## src/rtl/note_judge_if.sv

```systemverilog
// note_judge_if -- bundles the judge's song-side inputs and scoring outputs.
//   frame_clk   : note-shift clock, sampled as data inside the judge
//   n_reg       : falling-note register, [lane][row], row grows downward
//   buttons     : fret buttons, active-high, synchronous to the system clock
//   active      : judging enable
//   score       : accumulated points
//   streak      : consecutive-hit count
//   multiplier  : current score multiplier, 1..4
//   hit_pulse   : per-lane one-cycle hit strobe
//   miss_pulse  : per-lane one-cycle miss strobe
//   ghost_pulse : one-cycle strobe for a press with nothing to hit
// master drives the inputs (game logic / bench), slave is the judge.
interface note_judge_if;
  logic              frame_clk;
  logic [3:0][359:0] n_reg;
  logic [3:0]        buttons;
  logic              active;
  logic [15:0]       score;
  logic [9:0]        streak;
  logic [2:0]        multiplier;
  logic [3:0]        hit_pulse;
  logic [3:0]        miss_pulse;
  logic              ghost_pulse;

  modport master (
    output frame_clk, n_reg, buttons, active,
    input  score, streak, multiplier, hit_pulse, miss_pulse, ghost_pulse
  );

  modport slave (
    input  frame_clk, n_reg, buttons, active,
    output score, streak, multiplier, hit_pulse, miss_pulse, ghost_pulse
  );
endinterface

```

## src/rtl/note_judge.sv

```systemverilog
// note_judge -- judges fret presses against falling notes inside a hit window
// and keeps score, streak and multiplier.
//   Clk   : system clock, the only clock
//   Reset : asynchronous active-high reset
//   bus   : note_judge_if.slave (song inputs in, scoring outputs out)
// Each lane keeps a "consumed" mask over the window rows so one note can be
// hit only once; the mask scrolls with the notes on every frame tick.
module note_judge #(
  parameter int HIT_LO = 330,
  parameter int HIT_HI = 349,
  parameter int PTS    = 10
) (
  input  logic        Clk,
  input  logic        Reset,
  note_judge_if.slave bus
);
  localparam int W = HIT_HI - HIT_LO + 1;

  function automatic logic [15:0] sat_score(input logic [31:0] v);
    return (v > 32'd65535) ? 16'hFFFF : v[15:0];
  endfunction

  function automatic logic [9:0] sat_streak(input logic [10:0] v);
    return (v > 11'd999) ? 10'd999 : v[9:0];
  endfunction

  function automatic logic [2:0] mult_of(input logic [9:0] s);
    if (s >= 10'd30)      return 3'd4;
    else if (s >= 10'd20) return 3'd3;
    else if (s >= 10'd10) return 3'd2;
    else                  return 3'd1;
  endfunction

  logic                fsync1_q, fsync1_d;
  logic                fsync2_q, fsync2_d;
  logic                fprev_q, fprev_d;
  logic [3:0]          buttons_q, buttons_d;
  logic [3:0][W-1:0]   consumed_q, consumed_d;
  logic [15:0]         score_q, score_d;
  logic [9:0]          streak_q, streak_d;
  logic [2:0]          multiplier_q, multiplier_d;
  logic [3:0]          hit_pulse_q, hit_pulse_d;
  logic [3:0]          miss_pulse_q, miss_pulse_d;
  logic                ghost_pulse_q, ghost_pulse_d;

  logic                tick;
  logic [3:0]          press;
  logic [3:0][W-1:0]   win;
  logic [3:0][W-1:0]   avail;
  logic [3:0][W-1:0]   pick;
  logic [2:0]          hit_cnt;
  logic [31:0]         gain;

  always_comb begin
    fsync1_d  = bus.frame_clk;
    fsync2_d  = fsync1_q;
    fprev_d   = fsync2_q;
    buttons_d = bus.buttons;

    tick  = fsync2_q & ~fprev_q;
    press = bus.buttons & ~buttons_q;

    consumed_d    = consumed_q;
    hit_pulse_d   = '0;
    miss_pulse_d  = '0;
    ghost_pulse_d = 1'b0;
    win           = '0;
    avail         = '0;
    pick          = '0;

    for (int l = 0; l < 4; l++) begin
      win[l]   = bus.n_reg[l][HIT_HI:HIT_LO];
      avail[l] = win[l] & ~consumed_q[l];
      // Highest set bit wins: the note closest to the bottom of the window.
      for (int k = 0; k < W; k++) begin
        if (avail[l][k]) begin
          pick[l]    = '0;
          pick[l][k] = 1'b1;
        end
      end
      if (press[l]) begin
        if (|avail[l]) begin
          hit_pulse_d[l] = 1'b1;
          consumed_d[l]  = consumed_q[l] | pick[l];
        end else begin
          ghost_pulse_d = 1'b1;
        end
      end
      // Miss is judged on the post-hit mask so a same-cycle hit cannot miss.
      if (tick) begin
        miss_pulse_d[l] = win[l][W-1] & ~consumed_d[l][W-1];
        consumed_d[l]   = consumed_d[l] << 1;
      end
    end

    hit_cnt = {2'b00, hit_pulse_d[0]} + {2'b00, hit_pulse_d[1]}
            + {2'b00, hit_pulse_d[2]} + {2'b00, hit_pulse_d[3]};
    gain    = 32'(PTS) * {29'd0, multiplier_q} * {29'd0, hit_cnt};
    score_d = sat_score({16'd0, score_q} + gain);
    if ((|miss_pulse_d) || ghost_pulse_d) streak_d = '0;
    else streak_d = sat_streak({1'b0, streak_q} + {8'd0, hit_cnt});

    // Disabled: judging frozen, masks flushed, edge detectors still run.
    if (!bus.active) begin
      consumed_d    = '0;
      hit_pulse_d   = '0;
      miss_pulse_d  = '0;
      ghost_pulse_d = 1'b0;
      score_d       = score_q;
      streak_d      = streak_q;
    end

    multiplier_d = mult_of(streak_d);
  end

  // ---- register stage: all outputs and state ----
  always_ff @(posedge Clk or posedge Reset) begin
    if (Reset) begin
      fsync1_q      <= 1'b0;
      fsync2_q      <= 1'b0;
      fprev_q       <= 1'b0;
      buttons_q     <= '0;
      consumed_q    <= '0;
      score_q       <= '0;
      streak_q      <= '0;
      multiplier_q  <= 3'd1;
      hit_pulse_q   <= '0;
      miss_pulse_q  <= '0;
      ghost_pulse_q <= 1'b0;
    end else begin
      fsync1_q      <= fsync1_d;
      fsync2_q      <= fsync2_d;
      fprev_q       <= fprev_d;
      buttons_q     <= buttons_d;
      consumed_q    <= consumed_d;
      score_q       <= score_d;
      streak_q      <= streak_d;
      multiplier_q  <= multiplier_d;
      hit_pulse_q   <= hit_pulse_d;
      miss_pulse_q  <= miss_pulse_d;
      ghost_pulse_q <= ghost_pulse_d;
    end
  end

  assign bus.score       = score_q;
  assign bus.streak      = streak_q;
  assign bus.multiplier  = multiplier_q;
  assign bus.hit_pulse   = hit_pulse_q;
  assign bus.miss_pulse  = miss_pulse_q;
  assign bus.ghost_pulse = ghost_pulse_q;
endmodule

```

## src/flat_wrapper.sv

```systemverilog
// flat-port wrapper written by rule: the top's interface ports become plain ports
module note_judge_flat 
#(
  parameter int HIT_LO = 330,
  parameter int HIT_HI = 349,
  parameter int PTS    = 10
)
  (Clk, Reset, bus_frame_clk, bus_n_reg, bus_buttons, bus_active, bus_score, bus_streak, bus_multiplier, bus_hit_pulse, bus_miss_pulse, bus_ghost_pulse);
  note_judge_if bus_i ();
  input  logic Clk;
  input  logic Reset;
  input wire logic [$bits(bus_i.frame_clk)-1:0] bus_frame_clk;
  input wire logic [$bits(bus_i.n_reg)-1:0] bus_n_reg;
  input wire logic [$bits(bus_i.buttons)-1:0] bus_buttons;
  input wire logic [$bits(bus_i.active)-1:0] bus_active;
  output wire logic [$bits(bus_i.score)-1:0] bus_score;
  output wire logic [$bits(bus_i.streak)-1:0] bus_streak;
  output wire logic [$bits(bus_i.multiplier)-1:0] bus_multiplier;
  output wire logic [$bits(bus_i.hit_pulse)-1:0] bus_hit_pulse;
  output wire logic [$bits(bus_i.miss_pulse)-1:0] bus_miss_pulse;
  output wire logic [$bits(bus_i.ghost_pulse)-1:0] bus_ghost_pulse;
  assign bus_i.frame_clk = bus_frame_clk;
  assign bus_i.n_reg = bus_n_reg;
  assign bus_i.buttons = bus_buttons;
  assign bus_i.active = bus_active;
  assign bus_score = bus_i.score;
  assign bus_streak = bus_i.streak;
  assign bus_multiplier = bus_i.multiplier;
  assign bus_hit_pulse = bus_i.hit_pulse;
  assign bus_miss_pulse = bus_i.miss_pulse;
  assign bus_ghost_pulse = bus_i.ghost_pulse;
  note_judge #(.HIT_LO(HIT_LO), .HIT_HI(HIT_HI), .PTS(PTS)) u_core (.Clk(Clk), .Reset(Reset), .bus(bus_i));
endmodule
```

## config.mk

```make
export PLATFORM = sky130hd
export DESIGN_NAME = note_judge_flat
export DESIGN_NICKNAME = d
export VERILOG_FILES = /design/src/rtl/note_judge_if.sv /design/src/rtl/note_judge.sv /design/src/flat_wrapper.sv
export SDC_FILE = /design/constraint.sdc
export NUM_CORES = 1
export LEC_CHECK = 0
export BUFFER_PORTS_ARGS = -buffer_cell sky130_fd_sc_hd__buf_2
export CORE_AREA = 2 2 575 577
export CTS_CLUSTER_DIAMETER = 120
export DETAILED_ROUTE_END_ITERATION = 10
export DIE_AREA = 0 0 577 579
export GPL_TIMING_DRIVEN = 0
export PLACE_DENSITY = 0.3
export SYNTH_ARGS = -nofsm -noshare
export SYNTH_HDL_FRONTEND = slang
export SYNTH_SLANG_ARGS = --single-unit
```

## constraint.sdc

```tcl
create_clock -name Clk -period 8.3 [get_ports Clk]
set_input_delay 0.415 -clock Clk [delete_from_list [all_inputs] [get_ports Clk]]
set_output_delay 0.415 -clock Clk [all_outputs]
set_load 0.02 [all_outputs]
```

==> run_results.csv <==
group,metric,value,unit
placement,gpl.final_weighted_congestion,0.6865,
die,initial_core_utilization,2.204,%
critical_path,crit_type,"reg2reg",
finish,postLayoutCoreUtil,4.292,%
die,die_width,577,um
cts,worstSkewPairLatency,0.50,ns
sta,timing.slew.headroom,5.824,%
synthesis,synth_fa_ha_area_share,6.667,%
cts,clock-sinks,125,
global_routing,grt_start_max_net_pins,98,
placement,hpwlAfterDp,34330,um
sta,setup_violations,0,
die,num_rows,211,
sta,final_hold_viol_count,0,
detailed_routing,met2_length,20590,um
detailed_routing,drc_errors,0,
critical_path,critPathMaxStageDelay,0.52,ns
cts,tritoncts_buffers,17,
die,core_area,0.3287,sq mm
synthesis,synthesized_area_per_cell,9.384,sq um
synthesis,synth_async_sr_flop_share,100.0,%
synthesis,ys_types,81,
synthesis,post_synth_inst_count,772,
die,dieArea,0.3341,sq mm
synthesis,synthMostInstantiatedCell,"dfrtp_1",
cts,cts_htree_levels,4,
global_routing,overflow,0,
power_and_ir_drop,vdd_drop_max,0.1209,mV
finish,share_of_final_layout_standard_cells_stronger_than_drive_strength_1,20.51,%
detailed_routing,number_of_drc_violations_after_detailed_routing_iteration_0,292,
cts,post_cts_resize_count,0,
synthesis,synth_commonest_cells,"124 x dfrtp_1, 78 x o22ai_1, 59 x a21oi_1, 57 x inv_1, 43 x nor2b_1",
critical_path,timing.critical_path.arrival,7.29,ns
synthesis,synth_seq_area_share,43.20,%
synthesis,portion_of_netlist_area_occupied_by_mux_cells,0.2936,%
synthesis,synth_top_area_share,42.83,%
synthesis,yosysWarnings,0,
detailed_routing,wirelength,40580,um
critical_path,kind_of_cell_with_the_highest_combined_delay_on_the_critical_path,"adder cells",
die,fp.dieH,579,um
detailed_routing,top_layer_used,"met5",
critical_path,crit_path_end_kind,"register",
finish,area.growth.synth_to_final,94.71,%
synthesis,post_synth_xor_area_fraction,1.693,%
synthesis,synth.area.top_cells,"dfrtp_1 43%, o22ai_1 6.7%, ha_1 4.3%",
sta,slew_viol_final,0,
finish,multi_input_comb_area,0.003819,sq mm
sta,post-route-min-period,6.862,ns
finish,final-instance-count-excl-fill,5309,
status,run_status,"finished clean",
flow_run,drv_cap,0,
global_routing,wire_length_of_the_first_global_routing_pass,55000,um
critical_path,buf_inv_stages_crit_path,3,
global_routing,global_route.usage.total,2.458,%
synthesis,ys.flop_type,"dfrtp_1",
synthesis,synth_top_family_by_area,"compound AO/OA/AOI/OAI gates",
cts,cts-root-to-sink-buffers,2,
detailed_routing,post_drt_wl_per_cell,7.644,um
finish,design.final.nets,2404,
sta,final.hold.worst_slack,0.06815,ns
synthesis,synth_enable_flop_cells,0,
worst_hold_path,min-delay-path-class,"in2reg",
global_routing,antenna_found_initial,25,
power_and_ir_drop,power.static_leakage,4.100,nW
detailed_routing,route.detailed.vias_per_inst,1.244,
sta,max_freq,145.7,MHz
detailed_routing,ant_nets,0,
detailed_routing,dr_total_vias,6607,
critical_path,cp_data_required_time,8.73,ns
critical_path,slowest_stage,"fa_1",
critical_path,regToRegSetupSlack,1.44,ns
critical_path,timing.critical_path.from_type,"register",
cts,clk_transition_reported_paths,0.08,ns
detailed_routing,wire_length_the_detailed_router_placed_on_met1,15780,um
critical_path,critical_path_peak_fanout,9,
die,top_level_ports,1486,
synthesis,simple_gate_share_of_the_synthesized_area,19.41,%
power_and_ir_drop,pwr_density_cell,147.0,mW/mm^2
placement,dp_cells,5268,
placement,input_output_buffers,124,
synthesis,compound_gate_fraction_of_synth_area,24.04,%
critical_path,crit_path_top_cell_by_count,"ha_1",
sta,skew,0.02900,ns
sta,worstMarginPinSlew,1.413,ns
synthesis,synth.cell_area,0.007244,sq mm
finish,fillers,38991,
cts,cts_setup_buffers,0,
sta,rsz0062_at_grt,"no",
detailed_routing,dr.pass1.iters,5,
cts,cts_tree,"yes",
global_routing,first_global_vias,6968,
cts,cts_root_buf,"clkbuf_16",
sta,layout_worst_path_cycle_share,82.67,%
finish,seqCellArea,0.003129,sq mm
detailed_routing,detailroute.wirelength.met3,3111,um
synthesis,synth_largest_area_cell,"dfrtp_1",
synthesis,number_of_storage_elements_in_the_synthesis_netlist,125,
synthesis,synth_fp_nets,2253,
[sequential cells by signal, summed over array words and instances (netlist names)]
| register | cells |
|---|---|
| u_core.bus.multiplier | 3 |
| u_core.bus.miss_pulse | 4 |
| u_core.fprev_q | 1 |
| u_core.bus.streak | 10 |
| u_core.bus.score | 16 |
| u_core.consumed_q | 80 |
| u_core.fsync1_q | 1 |
| u_core.fprev_d | 1 |
| u_core.buttons_q | 4 |
| u_core.bus.ghost_pulse | 1 |
| u_core.bus.hit_pulse | 4 |
[metrics by stage]
step           setup TNS (ns)  setup WS, ns  instance area (sq um)  total power (W)
6_report                    0         1.438                  14110         0.002074
5_1_grt                     0        0.8523                  14100         0.002220
4_1_cts                     0         1.295                  14090         0.002140
3_5_place_dp                0         1.181                  13470         0.001299
3_3_place_gp           -19.78        -1.245                  13330         0.001303
2_1_floorplan               0         2.358                   7244         0.001078
[area by class of cell]
| type | count | share of cell area [%] |
|---|---|---|
| tap | 4366 | 38.73 |
| multi-input combinational | 560 | 27.07 |
| sequential | 125 | 22.18 |
| timing repair buffer | 132 | 5.189 |
| clock buffer | 17 | 3.016 |
| inverter | 57 | 1.570 |
| clock inverter | 15 | 1.224 |
| buffer | 30 | 0.8959 |
| antenna | 7 | 0.1242 |
[report_power, final]
| group | internal (W) | total, W | switching (W) | leakage (nW) |
|---|---|---|---|---|
| clock network | 0.000405 | 0.000805 | 0.000400 | 0.289 |
| registers | 0.000656 | 0.000699 | 0.0000428 | 1.68 |
| logic | 0.000218 | 0.000571 | 0.000353 | 2.13 |
[worst register-to-register path: cells and delay by family, from the launching register on]
kind	cells	cell delay, ns
and+or+nand+nor	9	1.59
adders and majority gates	7	2.79
DFF	1	0.34
AOI/OAI and AO/OA	8	1.45
buffers and inverters	3	0.62
[cell families after synthesis]
logic type | after synthesis
flip-flops | 125
multiplexers | 2
adder cells (fa/ha/maj) | 34
AND/OR/NAND/NOR | 245
XOR/XNOR | 14
buffers and inverters | 87
AO/OA/AOI/OAI | 265
[path summary, 6_finish.rpt]
path,start,cells after the start,to
worst max-delay path,u_core.consumed_q[34],27,u_core.bus.score[8]
worst min-delay path,bus_frame_clk,1,u_core.fsync1_q
worst max register to register,u_core.consumed_q[34],27,u_core.bus.score[8]
worst min register to register,u_core.fsync1_q,0,u_core.fprev_d
max in group asynchronous,Reset,4,u_core.consumed_q[79]
min in group asynchronous,Reset,3,u_core.consumed_q[24]
[repair_timing]
| action | CTS | global route |
|---|---|---|
| hold buffers | 2 | 0 |
| setup endpoints to repair | 0 | 0 |
| endpoints found under the hold margin | 29 | 0 |
[layer usage]
metal	up-vias	global-route usage, %
li1	3163	-
met5	-	0
met1	3206	2.585
met4	10	0.9251
met3	73	1.092
met2	155	4.296
[placed cells by master, fill, tap and decap left out, types with 6 or more instances in the layout]
cell type and instances:
o21ai_0 17, nor4_1 8, nor2_1 35, nor2b_1 42, nand4_1 6, and2_1 16
dfrtp_1 124, clkbuf_16 17, o22a_1 9, ha_1 25, nand3_1 7, o22ai_1 78
diode_2 7, and3_1 9, a31oi_1 39, inv_8 6, clkbuf_1 26, buf_2 126
a21oi_1 58, o31ai_1 8, xnor2_1 11, nor3_1 14, a41oi_1 9, nand2b_1 39
nand2_1 39, inv_1 56, fa_1 8
Note: power is estimated with default switching activity, not from simulation.
